[src/rtl/irq_gateway.sv]
// Interrupt gateway with claim/complete for the core's machine-external interrupt.
// Sources are synchronised, latched as pending, and claimed/completed over a small bus window.
module irq_gateway #(
    parameter int N_SRC = 8
) (
    input  logic             clk,
    input  logic             rstn,
    input  logic [N_SRC-1:0] src,
    input  logic             req,
    input  logic             we,
    input  logic [3:0]       be,
    input  logic [3:0]       addr,
    input  logic [31:0]      wdata,
    output logic             gnt,
    output logic             rvalid,
    output logic [31:0]      rdata,
    output logic             irq_o
);

    localparam logic [1:0] REG_PENDING = 2'd0;
    localparam logic [1:0] REG_ENABLE  = 2'd1;
    localparam logic [1:0] REG_CLAIM   = 2'd2;
    localparam logic [1:0] REG_TRIGGER = 2'd3;

    logic [N_SRC-1:0] src_s1, src_s2, src_s3;
    logic [N_SRC-1:0] pending, in_service, enable, trigger;
    logic [N_SRC-1:0] edge_set, level_set, claim_sel, claim_vec, complete_vec;
    logic [3:0]       claim_id;
    logic             rd_acc, wr_acc, claim_acc, complete_acc;
    logic [31:0]      rd_mux;
    logic             unused_bits;

    assign gnt          = req;
    assign rd_acc       = req & ~we;
    assign wr_acc       = req & we & be[0];
    assign claim_acc    = rd_acc && (addr[3:2] == REG_CLAIM);
    assign complete_acc = wr_acc && (addr[3:2] == REG_CLAIM);
    assign unused_bits  = ^{be[3:1], addr[1:0], wdata};

    // Lowest-numbered enabled pending source has the highest priority.
    always_comb begin
        claim_id  = '0;
        claim_sel = '0;
        for (int n = N_SRC - 1; n >= 0; n--) begin
            if (pending[n] && enable[n]) begin
                claim_id     = 4'(n + 1);
                claim_sel    = '0;
                claim_sel[n] = 1'b1;
            end
        end
    end

    assign claim_vec = claim_acc ? claim_sel : '0;

    always_comb begin
        complete_vec = '0;
        for (int n = 0; n < N_SRC; n++) begin
            complete_vec[n] = complete_acc && (wdata[3:0] == 4'(n + 1));
        end
    end

    // A level source being claimed this cycle must not re-pend on the same edge.
    assign edge_set  = src_s2 & ~src_s3 & trigger;
    assign level_set = src_s2 & ~trigger & ~in_service & ~claim_vec;

    always_comb begin
        rd_mux = '0;
        case (addr[3:2])
            REG_PENDING: rd_mux = 32'(pending);
            REG_ENABLE:  rd_mux = 32'(enable);
            REG_CLAIM:   rd_mux = 32'(claim_id);
            REG_TRIGGER: rd_mux = 32'(trigger);
            default:     rd_mux = '0;
        endcase
    end

    always_ff @(posedge clk or negedge rstn) begin
        if (!rstn) begin
            src_s1     <= '0;
            src_s2     <= '0;
            src_s3     <= '0;
            pending    <= '0;
            in_service <= '0;
            enable     <= '0;
            trigger    <= '0;
            irq_o      <= 1'b0;
            rvalid     <= 1'b0;
            rdata      <= '0;
        end else begin
            src_s1     <= src;
            src_s2     <= src_s1;
            src_s3     <= src_s2;
            pending    <= (pending & ~claim_vec) | edge_set | level_set;
            in_service <= (in_service & ~complete_vec) | claim_vec;
            if (wr_acc && (addr[3:2] == REG_ENABLE)) begin
                enable <= wdata[N_SRC-1:0];
            end
            if (wr_acc && (addr[3:2] == REG_TRIGGER)) begin
                trigger <= wdata[N_SRC-1:0];
            end
            irq_o  <= |(pending & enable);
            rvalid <= req;
            rdata  <= rd_acc ? rd_mux : '0;
        end
    end

endmodule

[config.mk]
export PLATFORM = sky130hd
export DESIGN_NAME = irq_gateway
export DESIGN_NICKNAME = d
export VERILOG_FILES = /design/src/rtl/irq_gateway.sv
export SDC_FILE = /design/constraint.sdc
export NUM_CORES = 1
export LEC_CHECK = 0
export ABC_AREA = 1
export BUFFER_PORTS_ARGS = -buffer_cell sky130_fd_sc_hd__buf_2
export CAP_MARGIN = 20
export CORE_ASPECT_RATIO = 0.75
export CORE_MARGIN = 4
export CORE_UTILIZATION = 53
export CTS_BUF_LIST = sky130_fd_sc_hd__clkbuf_2 sky130_fd_sc_hd__clkbuf_4 sky130_fd_sc_hd__clkbuf_8
export DETAILED_ROUTE_END_ITERATION = 10
export GPL_TIMING_DRIVEN = 0
export PLACE_DENSITY = 0.88
export SETUP_SLACK_MARGIN = 0.2
export SYNTH_ARGS = -nofsm -noshare
export SYNTH_HDL_FRONTEND = slang
export SYNTH_SLANG_ARGS = --single-unit
export TNS_END_PERCENT = 10
[constraint.sdc]
create_clock -name clk -period 1.5 [get_ports clk]
set_input_delay 0.15 -clock clk [delete_from_list [all_inputs] [get_ports clk]]
set_output_delay 0.15 -clock clk [all_outputs]
set_load 0.005 [all_outputs]
Yosys cells after proc, flatten, opt, wreduce, memory -nomap -nowiden
Cells that the tools add are included.

cells by class
  equal/unequal tests = 11
  mux-type cells = 19
  bitwise operators = 20
  reduce and logical (&&, ||, !) cells = 22

operators with widths
  cell                                                             count
  32-bit case mux with 4 select lines                              1
  8-bit 2-to-1 mux                                                 9
  8-bit AND                                                        8
  8-bit inverter                                                   5
  32-bit 2-to-1 mux                                                1
  4-bit 2-to-1 mux                                                 8
  8-bit bitwise OR                                                 3
  1-bit logical AND                                                20
  4-bit by 3-bit == test with 1-bit output, second input constant  4
  4-bit by 2-bit == test with 1-bit output, second input constant  2
  8-bit OR reduction                                               1
  2-bit == test, second input constant                             2
  4-bit by 1-bit == test with 1-bit output, second input constant  1
  4-bit == test, second input constant                             1
  1-bit AND                                                        3
  2-bit by 1-bit == test with 1-bit output, second input constant  1
  2-bit logical NOT                                                1
  1-bit inverter                                                   1

storage, ports and cells
  flip-flop bits (word level) = 90
  bits of input ports = 52
  logic and storage cells = 82

Depth between registers and ports, before layout
Gate-level depths: netlist (run 1).

  depth after elaboration = 14
  mapped depth = 7
  mapped depth without buffers = 7

Worst setup path after synthesis (run 1)
Ideal clock, no wire load.

  kind = reg2reg
  from = reg pending[0]
  to = reg pending[3]
  setup time = 0.123 ns
  arrival time = 0.953 ns
  data required time = 1.377 ns
  path slack = 0.424 ns
  stages on the path, launching flop included = 7
  buffers on the path = 0
  clock period less this slack = 1.076 ns
  cell sequence = dfrtp_1 nand2_1 nand3_1 nor2_1 nand2_1 o21ai_0 nand2_1

on the way
  word-level cells in the longest chain between the ends = 7

RTL lines
  what                    line    RTL
  from (decl)             26      logic [N_SRC-1:0] pending, in_service, enable, trigger;
  from (signal assigned)  93      pending <= (pending & ~claim_vec) | edge_set | level_set;
  1-bit logical AND *     45      if (pending[n] && enable[n]) begin
  8-bit 2-to-1 mux *      45
  8-bit 2-to-1 mux *      53      assign claim_vec = claim_acc ? claim_sel : '0;
  8-bit inverter *        64, 93
  8-bit AND               93
  8-bit bitwise OR        93
  8-bit bitwise OR *      93

Every way passes the cells marked *; elsewhere a longest branch is shown, timed or not.
A chain may end at the register's enable or synchronous reset.

Worst setup path in the final report (run 1)
  from = reg pending[2]
  to = reg rdata[2]

on the way
  word-level cells in the longest chain between the ends = 6

RTL lines
  what                                   line  RTL
  1-bit logical AND                      45
  4-bit 2-to-1 mux (3 in series)         45
  32-bit case mux with 4 select lines *  68    case (addr[3:2])
  32-bit 2-to-1 mux *                    103   rdata <= rd_acc ? rd_mux : '0;
  to (signal assigned)                   103
  to (decl)                              16    output logic [31:0] rdata,

Every way passes the cells marked *; elsewhere a longest branch is shown, timed or not. The select of a mux whose other input is x is not followed.

==> results.json, run 1 <==
{
  "synth_edf_count": 0,
  "peakVddDrop_mv": 0.776,
  "insertion_delay_ns": 0.35,
  "synth_simple_gate_area_share_pct": 19.5,
  "grt_pass1_wl_microns": 9530,
  "drtAntennaViolNets": 0,
  "r2r_slack_ns": 0.28,
  "grt_setup_unrepaired": "yes",
  "wl_per_cell_microns": 12.6,
  "synth_compound_area_share_pct": 10.2,
  "place_congestion": 0.962,
  "worstMarginPinSlew_ns": 0.642,
  "critical_path_class": "reg -> reg",
  "synth_top_family_by_area": "simple AND/OR/NAND/NOR gates",
  "finalHoldViolations": 0,
  "chipHeight_microns": 71.3,
  "power.density_nw_per_um2": 1310,
  "fin_total_pwr_mw": 4.65,
  "slew_headroom_pct": 57.2,
  "antenna_found_initial": 0,
  "cts_tree": "built",
  "grt_usage_pct": 19.0,
  "fin_ws_ns": 0.281,
  "yosysTopAreaCellShare_pct": 58.3,
  "crit_fanout": 4,
  "synth-main-ff-cell": "dfrtp_1",
  "portBuffers": 33,
  "cap_violations": 0,
  "yosys.area.top_type": "dfrtp_1",
  "fin_tns_setup_ns": 0,
  "antenna_cells": 0,
  "r2r-end": "rdata[2]$_DFF_PN0_",
  "via_per_inst": 4.69,
  "drive_gt1_share_pct": 21.6,
  "post-route-period-util_pct": 81.2,
  "fin_worst_skew_ns": 0.00706,
  "cts_buffer_depth": 2,
  "path_cells": "nand2_1 -> nand3_2 -> nor2_1 -> o21ai_0 -> a21oi_1",
  "initial_core_util_pct": 56.2,
  "timing.rr.start": "pending[2]$_DFF_PN0_",
  "synthAdderAreaFrac_pct": 0,
  "ys_ff_latch": 66,
  "overflow": 0,
  "max_stage_delay_ns": 0.40,
  "drt-pass1-iter-count": 4,
  "busiest_layer": "met2",
  "dp_slack_ns": 0.181,
  "cts_setup_buffers": 0,
  "h-tree-depth": 3,
  "vias": 2221,
  "ys.warnings.count": 0,
  "yosysMostFrequentCell": "nand2_1",
  "start_kind": "flop",
  "drt_iter0_drc": 175,
  "fp-row-count": 22,
  "drt_drc_violations_left": 0,
  "ios": 87,
  "synthCells": 319,
  "hold_path_class": "in -> reg",
  "fmax_ghz": 0.821,
  "status": "finished clean",
  "fillerInstances": 415,
  "clock_sinks": 66,
  "cp-end-kind": "flop",
  "synthXorXnorAreaFrac_pct": 0,
  "fin_util_pct": 70.6,
  "required_ns": 1.75,
  "finalSetupViolations": 0,
  "die_area_sq_um": 6590,
  "coreArea_sq_um": 5040,
  "r2r_cells": 5,
  "ys_top_cells_by_area": "dfrtp_1 (58%), nand2_1 (11%), buf_4 (6.9%)",
  "startpoint": "pending[2]$_DFF_PN0_",
  "seq_area_frac_synth_pct": 58.3,
  "cts_root_buf": "clkbuf_8",
  "met1_usage_pct": 25.2,
  "cp_slowest_cell": "dfrtp_1",
  "synthArstFlopShare_pct": 100,
  "grt_pass1_vias": 2085,
  "min_period_ns": 1.22,
  "cts_made_buffers": 9,
  "area_growth_pct": 25.6,
  "crit_end": "rdata[2]$_DFF_PN0_",
  "clk_pin_slew_ns": 0.07,
  "grt_max_degree": 39,
  "synthesis.area_sq_um": 2830,
  "synthMuxAreaShare_pct": 0,
  "avgSynthCellArea_sq_um": 8.88,
  "yosys.cell_types.count": 19,
  "die_w_microns": 92.4,
  "grtUsageMet2_pct": 28.1,
  "p_leak_nw": 1.86,
  "synthTopCellsByCount": "nand2_1 (82), dfrtp_1 (66), inv_1 (36), o21ai_0 (33), nor2_1 (32)",
  "final_max_slew_viol_count": 0,
  "dp_hpwl_microns": 4330,
  "critPathArrivalTime_ns": 1.47,
  "wl_microns": 5960,
  "met3_usage_pct": 7.56,
  "final_nets": 449
}
-- cell usage in the layout (no fill, tap or decap), drive strengths merged --
cell          n
conb         24
o21ai        41
clkbuf       10
clkinvlp      2
o21bai        1
o221ai        2
nor2         36
nand4         3
nand2        83
nand3        12
dlygate4sd3  10
a21oi         9
clkinv        1
buf          61
bufinv        3
o22ai         2
inv          36
dfrtp        66
-- how the worst min path moves through the flow --
stage,slack [ns],from,to,cells after the start
after CTS,0.02,wdata[7],enable[7]$_DFFE_PN0P_,3
after detailed placement,0.20,rstn,trigger[5]$_DFFE_PN0P_,1
after global placement,0.26,src[7],src_s1[7]$_DFF_PN0_,1
after global routing,0.02,wdata[7],trigger[7]$_DFFE_PN0P_,3
after floorplan,-0.15,rstn,enable[0]$_DFFE_PN0P_,0
final,0.03,wdata[6],trigger[6]$_DFFE_PN0P_,3
-- kinds of logic after synthesis --
| kind of cell | after synthesis |
|---|---|
| flip-flops | 66 |
| AND/OR/NAND/NOR | 134 |
| buffers and inverters | 63 |
| other | 1 |
| AO/OA/AOI/OAI | 55 |
-- timing repair --
action	4_1_cts	5_1_grt
endpoints found under the setup margin	0	6
endpoints found under the hold margin	37	0
hold buffers	10	0
gates resized for setup	0	4
-- worst max-delay path, delay by kind of cell (launching register included) --
family | cells | cell delay (ns)
flops | 1 | 0.40
simple gates | 3 | 0.44
compound gates | 2 | 0.29
-- registers in the layout, summed over array words and instances, names as in the netlist, 8 cells and up --
register,count
src_s2,8
rdata,8
enable,8
trigger,8
pending,8
src_s1,8
src_s3,8
in_service,8
-- per-stage QoR --
| step | std cells | cell area, sq um | hold WS [ns] |
|---|---|---|---|
| finish | 474 | 3560 | 0.0262 |
| global route | 474 | 3560 | 0.0219 |
| CTS | 474 | 3540 | 0.0220 |
| detailed placement | 448 | 3190 | 0.202 |
| global placement | 447 | 3170 | 0.258 |
| floorplan | 342 | 2920 | -0.146 |
-- routing by layer --
layer	vias to the layer above	share of wire, %	routed length (microns)
li1	1110	-	-
met1	1031	44	2630
met2	70	46	2760
met3	10	8.4	498
met4	0	1.3	80
met5	-	0	0
-- power breakdown --
part,leakage [nW],switching (mW),internal [mW],total (mW)
clock network,0.119,0.663,1.15,1.81
logic,0.970,0.452,0.268,0.719
registers,0.771,0.108,2.00,2.11
total,1.86,1.22,3.42,4.65
-- final cells by class --
class                   count  area [sq um]  share of cell area [%]
clock buffers              10           138                    3.87
multi-input cells         213           943                    26.5
repair buffers             44           285                    8.02
clock inverters             6           114                    3.20
well taps                  72          90.1                    2.53
flip-flops and latches     66          1650                    46.4
inverters                  36           135                    3.80
plain buffers              27           200                    5.63
Power figures use the tool's default switching activity.
==> run 2: changes to the inputs <==
Settings changed: CORE_UTILIZATION 53 to 48, PLACE_DENSITY 0.88 to 0.84.
Clock period 1.5 ns to 1 ns, I/O delays scaled along.
==> results.json, run 2 (synthesized netlist as in run 1, its figures left out) <==
{
  "layout_commonest_cell": "nand2_1",
  "final_max_slew_viol_count": 0,
  "hold_path_class": "in -> async",
  "grt_setup_unrepaired": "yes",
  "placed_area_sq_um": 3210,
  "violations": "hold timing, setup timing",
  "portBuffers": 33,
  "cp-end-kind": "flop",
  "holdBufCountCts": 13,
  "place_congestion": 0.969,
  "critical_path_class": "reg -> reg",
  "required_ns": 1.23,
  "status": "finished, violations left",
  "cts_made_buffers": 9,
  "p_leak_nw": 1.90,
  "power.density_nw_per_um2": 1840,
  "ios": 87,
  "cts_root_buf": "clkbuf_8",
  "fin_total_pwr_mw": 6.86,
  "final_cells": 487,
  "worstMarginPinSlew_ns": 0.600,
  "drt_drc_violations_left": 0,
  "clock_sinks": 66,
  "r2r_cells": 6,
  "hold_ws_ns": -0.238,
  "finalHoldViolations": 25,
  "post-route-period-util_pct": 115,
  "chipHeight_microns": 74.5,
  "final_nets": 459,
  "peakVddDrop_mv": 0.822,
  "cap_violations": 0,
  "fin_worst_skew_ns": 0.00587,
  "drt_iter0_drc": 239,
  "die_w_microns": 96.7,
  "fp-row-count": 23,
  "fin_ws_ns": -0.153,
  "insertion_delay_ns": 0.34,
  "grt_max_degree": 42,
  "final_cell_area_sq_um": 3730,
  "layout_common_cells": "nand2_1 (70), dfrtp_1 (66), buf_2 (33)",
  "clk_pin_slew_ns": 0.06,
  "slew_headroom_pct": 60.0,
  "cts_buffer_depth": 2,
  "drive_gt1_share_pct": 29.9,
  "initial_core_util_pct": 51.2,
  "grt_usage_pct": 19.1,
  "vias": 2363,
  "fillerInstances": 451,
  "dp_hpwl_microns": 4450,
  "antenna_cells": 0,
  "startpoint": "enable[1]$_DFFE_PN0P_",
  "cts_tree": "built",
  "grt_pass1_vias": 2258,
  "wl_microns": 6480,
  "h-tree-depth": 3,
  "wl_per_cell_microns": 13.3,
  "overflow": 0,
  "area_growth_pct": 31.8,
  "via_per_inst": 4.85,
  "timing.rr.start": "enable[1]$_DFFE_PN0P_",
  "dp_cells": 451,
  "fmax_ghz": 0.867,
  "finalSetupViolations": 16,
  "coreArea_sq_um": 5530,
  "crit_fanout": 4,
  "min_period_ns": 1.15,
  "critPathArrivalTime_ns": 1.38,
  "drtAntennaViolNets": 0,
  "grt_pass1_wl_microns": 10600,
  "antenna_found_initial": 0,
  "drt-pass1-iter-count": 4,
  "start_kind": "flop",
  "die_area_sq_um": 7200
}
==> run 2: changes by cell type in the layout (fill, tap and decap cells not counted), sizes merged <==
cell | before | now
bufinv | 3 | 1
clkinvlp | 2 | 0
clkbuf | 10 | 14
buf | 61 | 68
dlygate4sd3 | 10 | 13
==> run 2: report_power, final <==
group          internal [mW]  switching [mW]  total (mW)  leakage [nW]
logic                  0.546           0.835        1.38          1.02
registers               3.01           0.177        3.19         0.771
clock network           1.37           0.930        2.30         0.111
total                   4.92            1.94        6.86          1.90
==> run 2: critical path: stages, from the launching register on <==
cell     delay, ns
dfrtp_1       0.41
nand2_2       0.13
nand3_4       0.13
inv_2         0.11
nand2_2       0.07
nor2_4        0.12
o21ai_1       0.06
==> run 2: final cells by class <==
class	count	area (sq um)	share of cell area, %
Sequential cell	66	1650	44.3
Multi-Input combinational cell	213	1060	28.3
Timing Repair Buffer	54	383	10.3
Buffer	27	203	5.43
Clock buffer	14	174	4.66
Inverter	36	135	3.62
Tap cell	75	93.8	2.51
Clock inverter	2	35.0	0.939
==> run 2: per-layer routing <==
layer / GRT usage (%) / routed length [microns] / vias up
met1: 23.5 / 2680 / 1100
met3: 8.90 / 709 / 14
met2: 30.2 / 2960 / 107
li1: - / - / 1142
met5: 0 / 0 / -
met4: 6.54 / 125 / 0
==> run 2: repair_timing <==
action                     in CTS  in global routing
pin swaps                      17                 11
hold endpoints to repair       42                 25
setup endpoints to repair      51                 51
setup buffers                   7                  0
gates resized for setup        30                 14
==> run 2: metrics by stage <==
| step | setup WS (ns) | TNS, ns | util (%) | hold slack, ns |
|---|---|---|---|---|
| floorplan | -0.00492 | -0.00749 | - | -0.196 |
| global placement | -0.385 | -32.54 | 57.8 | 0.207 |
| detailed placement | -0.340 | -7.93 | 58.1 | 0.132 |
| CTS | -0.115 | -1.03 | 66.7 | -0.232 |
| global route | -0.191 | -2.53 | 67.5 | -0.200 |
| finish | -0.153 | -1.41 | 67.5 | -0.238 |
==> run 2: final timing paths <==
| kind | to | slack [ns] |
|---|---|---|
| max in group asynchronous | trigger[2]$_DFFE_PN0P_ | 0.62 |
| min reg2reg | src_s2[6]$_DFF_PN0_ | 0.35 |
| min | src_s1[4]$_DFF_PN0_ | -0.24 |
| max | pending[4]$_DFF_PN0_ | -0.15 |
| min in group clk | trigger[2]$_DFFE_PN0P_ | 0.01 |
| max reg2reg | pending[4]$_DFF_PN0_ | -0.15 |
==> run 3: changes to the inputs <==
Settings changed: ABC_AREA 1 to not set, PLACE_DENSITY 0.84 to 0.85.
==> results.json, run 3 <==
{
  "violations": "hold timing, setup timing",
  "synthCells": 242,
  "fin_worst_skew_ns": 0.0107,
  "critPathBufInv": 2,
  "overflow": 0,
  "cap_violations": 0,
  "ys_top_cells_by_area": "dfrtp_1 (59%), mux2_2 (7.6%), buf_4 (6.7%)",
  "coreArea_sq_um": 5500,
  "die_area_sq_um": 7130,
  "initial_core_util_pct": 50.9,
  "slew_headroom_pct": 59.8,
  "min_period_ns": 1.73,
  "cts_tree": "built",
  "critical_path_class": "reg -> reg",
  "drive_gt1_share_pct": 38.9,
  "final_nets": 381,
  "wl_per_cell_microns": 15.9,
  "cts_made_buffers": 9,
  "grt_pass1_wl_microns": 10400,
  "ys.warnings.count": 0,
  "synth_edf_count": 0,
  "synthTopCellsByCount": "dfrtp_1 (66), nand2_1 (29), buf_4 (25), mux2_2 (19)",
  "wl_microns": 6490,
  "dp_hpwl_microns": 4320,
  "post-route-period-util_pct": 173,
  "ios": 87,
  "layout_commonest_cell": "dfrtp_1",
  "cts_root_buf": "clkbuf_8",
  "clk_pin_slew_ns": 0.07,
  "worstMarginPinSlew_ns": 0.602,
  "drt_drc_violations_left": 0,
  "max_stage_delay_ns": 0.45,
  "fin_util_pct": 68.4,
  "timing.rr.start": "pending[1]$_DFF_PN0_",
  "dp_cells": 374,
  "ys_ff_latch": 66,
  "portBuffers": 33,
  "hold_path_class": "in -> async",
  "cp-end-kind": "flop",
  "hold_ws_ns": -0.240,
  "drt-pass1-iter-count": 6,
  "fin_ws_ns": -0.730,
  "antenna_found_initial": 0,
  "path_cells": "a222oi_1 -> buf_4 -> inv_1 -> or4_1 -> a211oi_2",
  "via_per_inst": 5.31,
  "r2r_cells": 5,
  "final_cells": 409,
  "cp_slowest_cell": "dfrtp_2",
  "grt_max_degree": 41,
  "place_congestion": 0.928,
  "seq_area_frac_synth_pct": 59.0,
  "synthesis.area_sq_um": 2800,
  "startpoint": "pending[1]$_DFF_PN0_",
  "h-tree-depth": 3,
  "peakVddDrop_mv": 1.11,
  "holdBufCountCts": 13,
  "die_w_microns": 96.2,
  "required_ns": 1.25,
  "cts_buffer_depth": 2,
  "crit_fanout": 6,
  "final_max_slew_viol_count": 0,
  "yosysTopAreaCellShare_pct": 59.0,
  "insertion_delay_ns": 0.35,
  "fp-row-count": 23,
  "start_kind": "flop",
  "finalHoldViolations": 26,
  "avgSynthCellArea_sq_um": 11.6,
  "yosys.cell_types.count": 40,
  "synthArstFlopShare_pct": 100,
  "r2r_slack_ns": -0.73,
  "p_leak_nw": 1.77,
  "crit_end": "rdata[3]$_DFF_PN0_",
  "cp.depth": 5,
  "grt_usage_pct": 19.9,
  "clock_sinks": 66,
  "grt_setup_unrepaired": "yes",
  "yosys.area.top_type": "dfrtp_1",
  "r2r-end": "rdata[3]$_DFF_PN0_",
  "finalSetupViolations": 21,
  "antenna_cells": 0,
  "fmax_ghz": 0.578,
  "drtAntennaViolNets": 0,
  "drt_iter0_drc": 205,
  "status": "finished, violations left",
  "layout_common_cells": "dfrtp_1 (64), buf_2 (33), buf_4 (30)",
  "critPathArrivalTime_ns": 1.98,
  "synth-main-ff-cell": "dfrtp_1",
  "yosysMostFrequentCell": "dfrtp_1",
  "chipHeight_microns": 74.1,
  "vias": 2173,
  "cp_top_family": "compound AO/OA/AOI/OAI gates",
  "area_growth_pct": 34.4,
  "power.density_nw_per_um2": 1850,
  "grt_pass1_vias": 2057
}
==> run 3: cell types whose count changed in the layout (fill, tap and decap cells not counted), moves of 11 or more <==
| cell | delta |
|---|---|
| nand2_1 | -44 |
| inv_1 | -25 |
| o21ai_0 | -21 |
| nor2_1 | -17 |
| mux2_4 | +12 |
| nand2_2 | -11 |
==> run 3: kinds of logic (layout without fill, tap and decap cells) <==
family	Yosys count	count (layout)	share of synthesized area [%]
other	1	24	0.134
buffers and inverters	36	105	8.18
multiplexers	20	20	8.00
AND/OR/NAND/NOR	79	79	14.5
AO/OA/AOI/OAI	40	40	10.2
flip-flops	66	66	59.0
==> run 3: layout make-up <==
type	count	area (sq um)
Inverter	6	22.5
Sequential cell	66	1650
Clock inverter	3	40.0
Fill cell	387	1730
Tap cell	75	93.8
Multi-Input combinational cell	163	1190
Timing Repair Buffer	53	374
Buffer	30	236
Clock buffer	13	154
==> run 3: how the worst min path moves through the flow <==
stage                 from               endpoint  slack [ns]  cells after the start
detailed placement    rstn    src_s1[2]$_DFF_PN0_        0.14                      1
CTS                   rstn    src_s1[2]$_DFF_PN0_       -0.23                      1
floorplan             rstn  enable[0]$_DFFE_PN0P_       -0.20                      0
global placement    src[2]    src_s1[2]$_DFF_PN0_        0.21                      1
finish                rstn    src_s1[2]$_DFF_PN0_       -0.24                      1
global route          rstn    src_s1[2]$_DFF_PN0_       -0.20                      1
==> run 3: power by group <==
| group | leakage, nW | internal, mW | total (mW) | switching (mW) |
|---|---|---|---|---|
| Combinational | 0.889 | 0.758 | 1.43 | 0.671 |
| Clock | 0.105 | 1.26 | 2.20 | 0.945 |
| Sequential | 0.778 | 3.01 | 3.33 | 0.317 |
==> run 3: repair_timing <==
| action | 4_1_cts | 5_1_grt |
|---|---|---|
| gates resized for setup | 48 | 13 |
| pin swaps | 10 | 4 |
| hold endpoints to repair | 43 | 26 |
| buffers inserted | 6 | 0 |
| endpoints found under the setup margin | 51 | 51 |
==> run 3: per-stage QoR <==
stage	instance area, sq um	TNS [ns]	power (mW)	worst slack, ns	hold WS, ns
finish	3760	-7.68	6.96	-0.730	-0.240
global route	3760	-8.78	7.30	-0.757	-0.204
CTS	3720	-6.79	6.91	-0.677	-0.231
detailed placement	3170	-30.55	4.39	-0.991	0.142
global placement	3150	-55.47	4.33	-1.02	0.208
floorplan	2890	-12.68	4.00	-0.615	-0.196
==> run 3: metal layers <==
metal  GRT usage (%)  vias to the layer above  routed length (microns)
met2            29.3                      108                     2990
met5               0                        -                        0
li1                -                      988                        -
met3            7.38                       15                      562
met4            6.62                        0                      108
met1            27.6                     1062                     2830
==> run 3: worst reg2reg max path, delay by kind of cell (launching register included) <==
family	cells	cell delay, ns
flip-flops	1	0.45
AND/OR/NAND/NOR	1	0.42
buffers and inverters	2	0.22
AO/OA/AOI/OAI	2	0.53
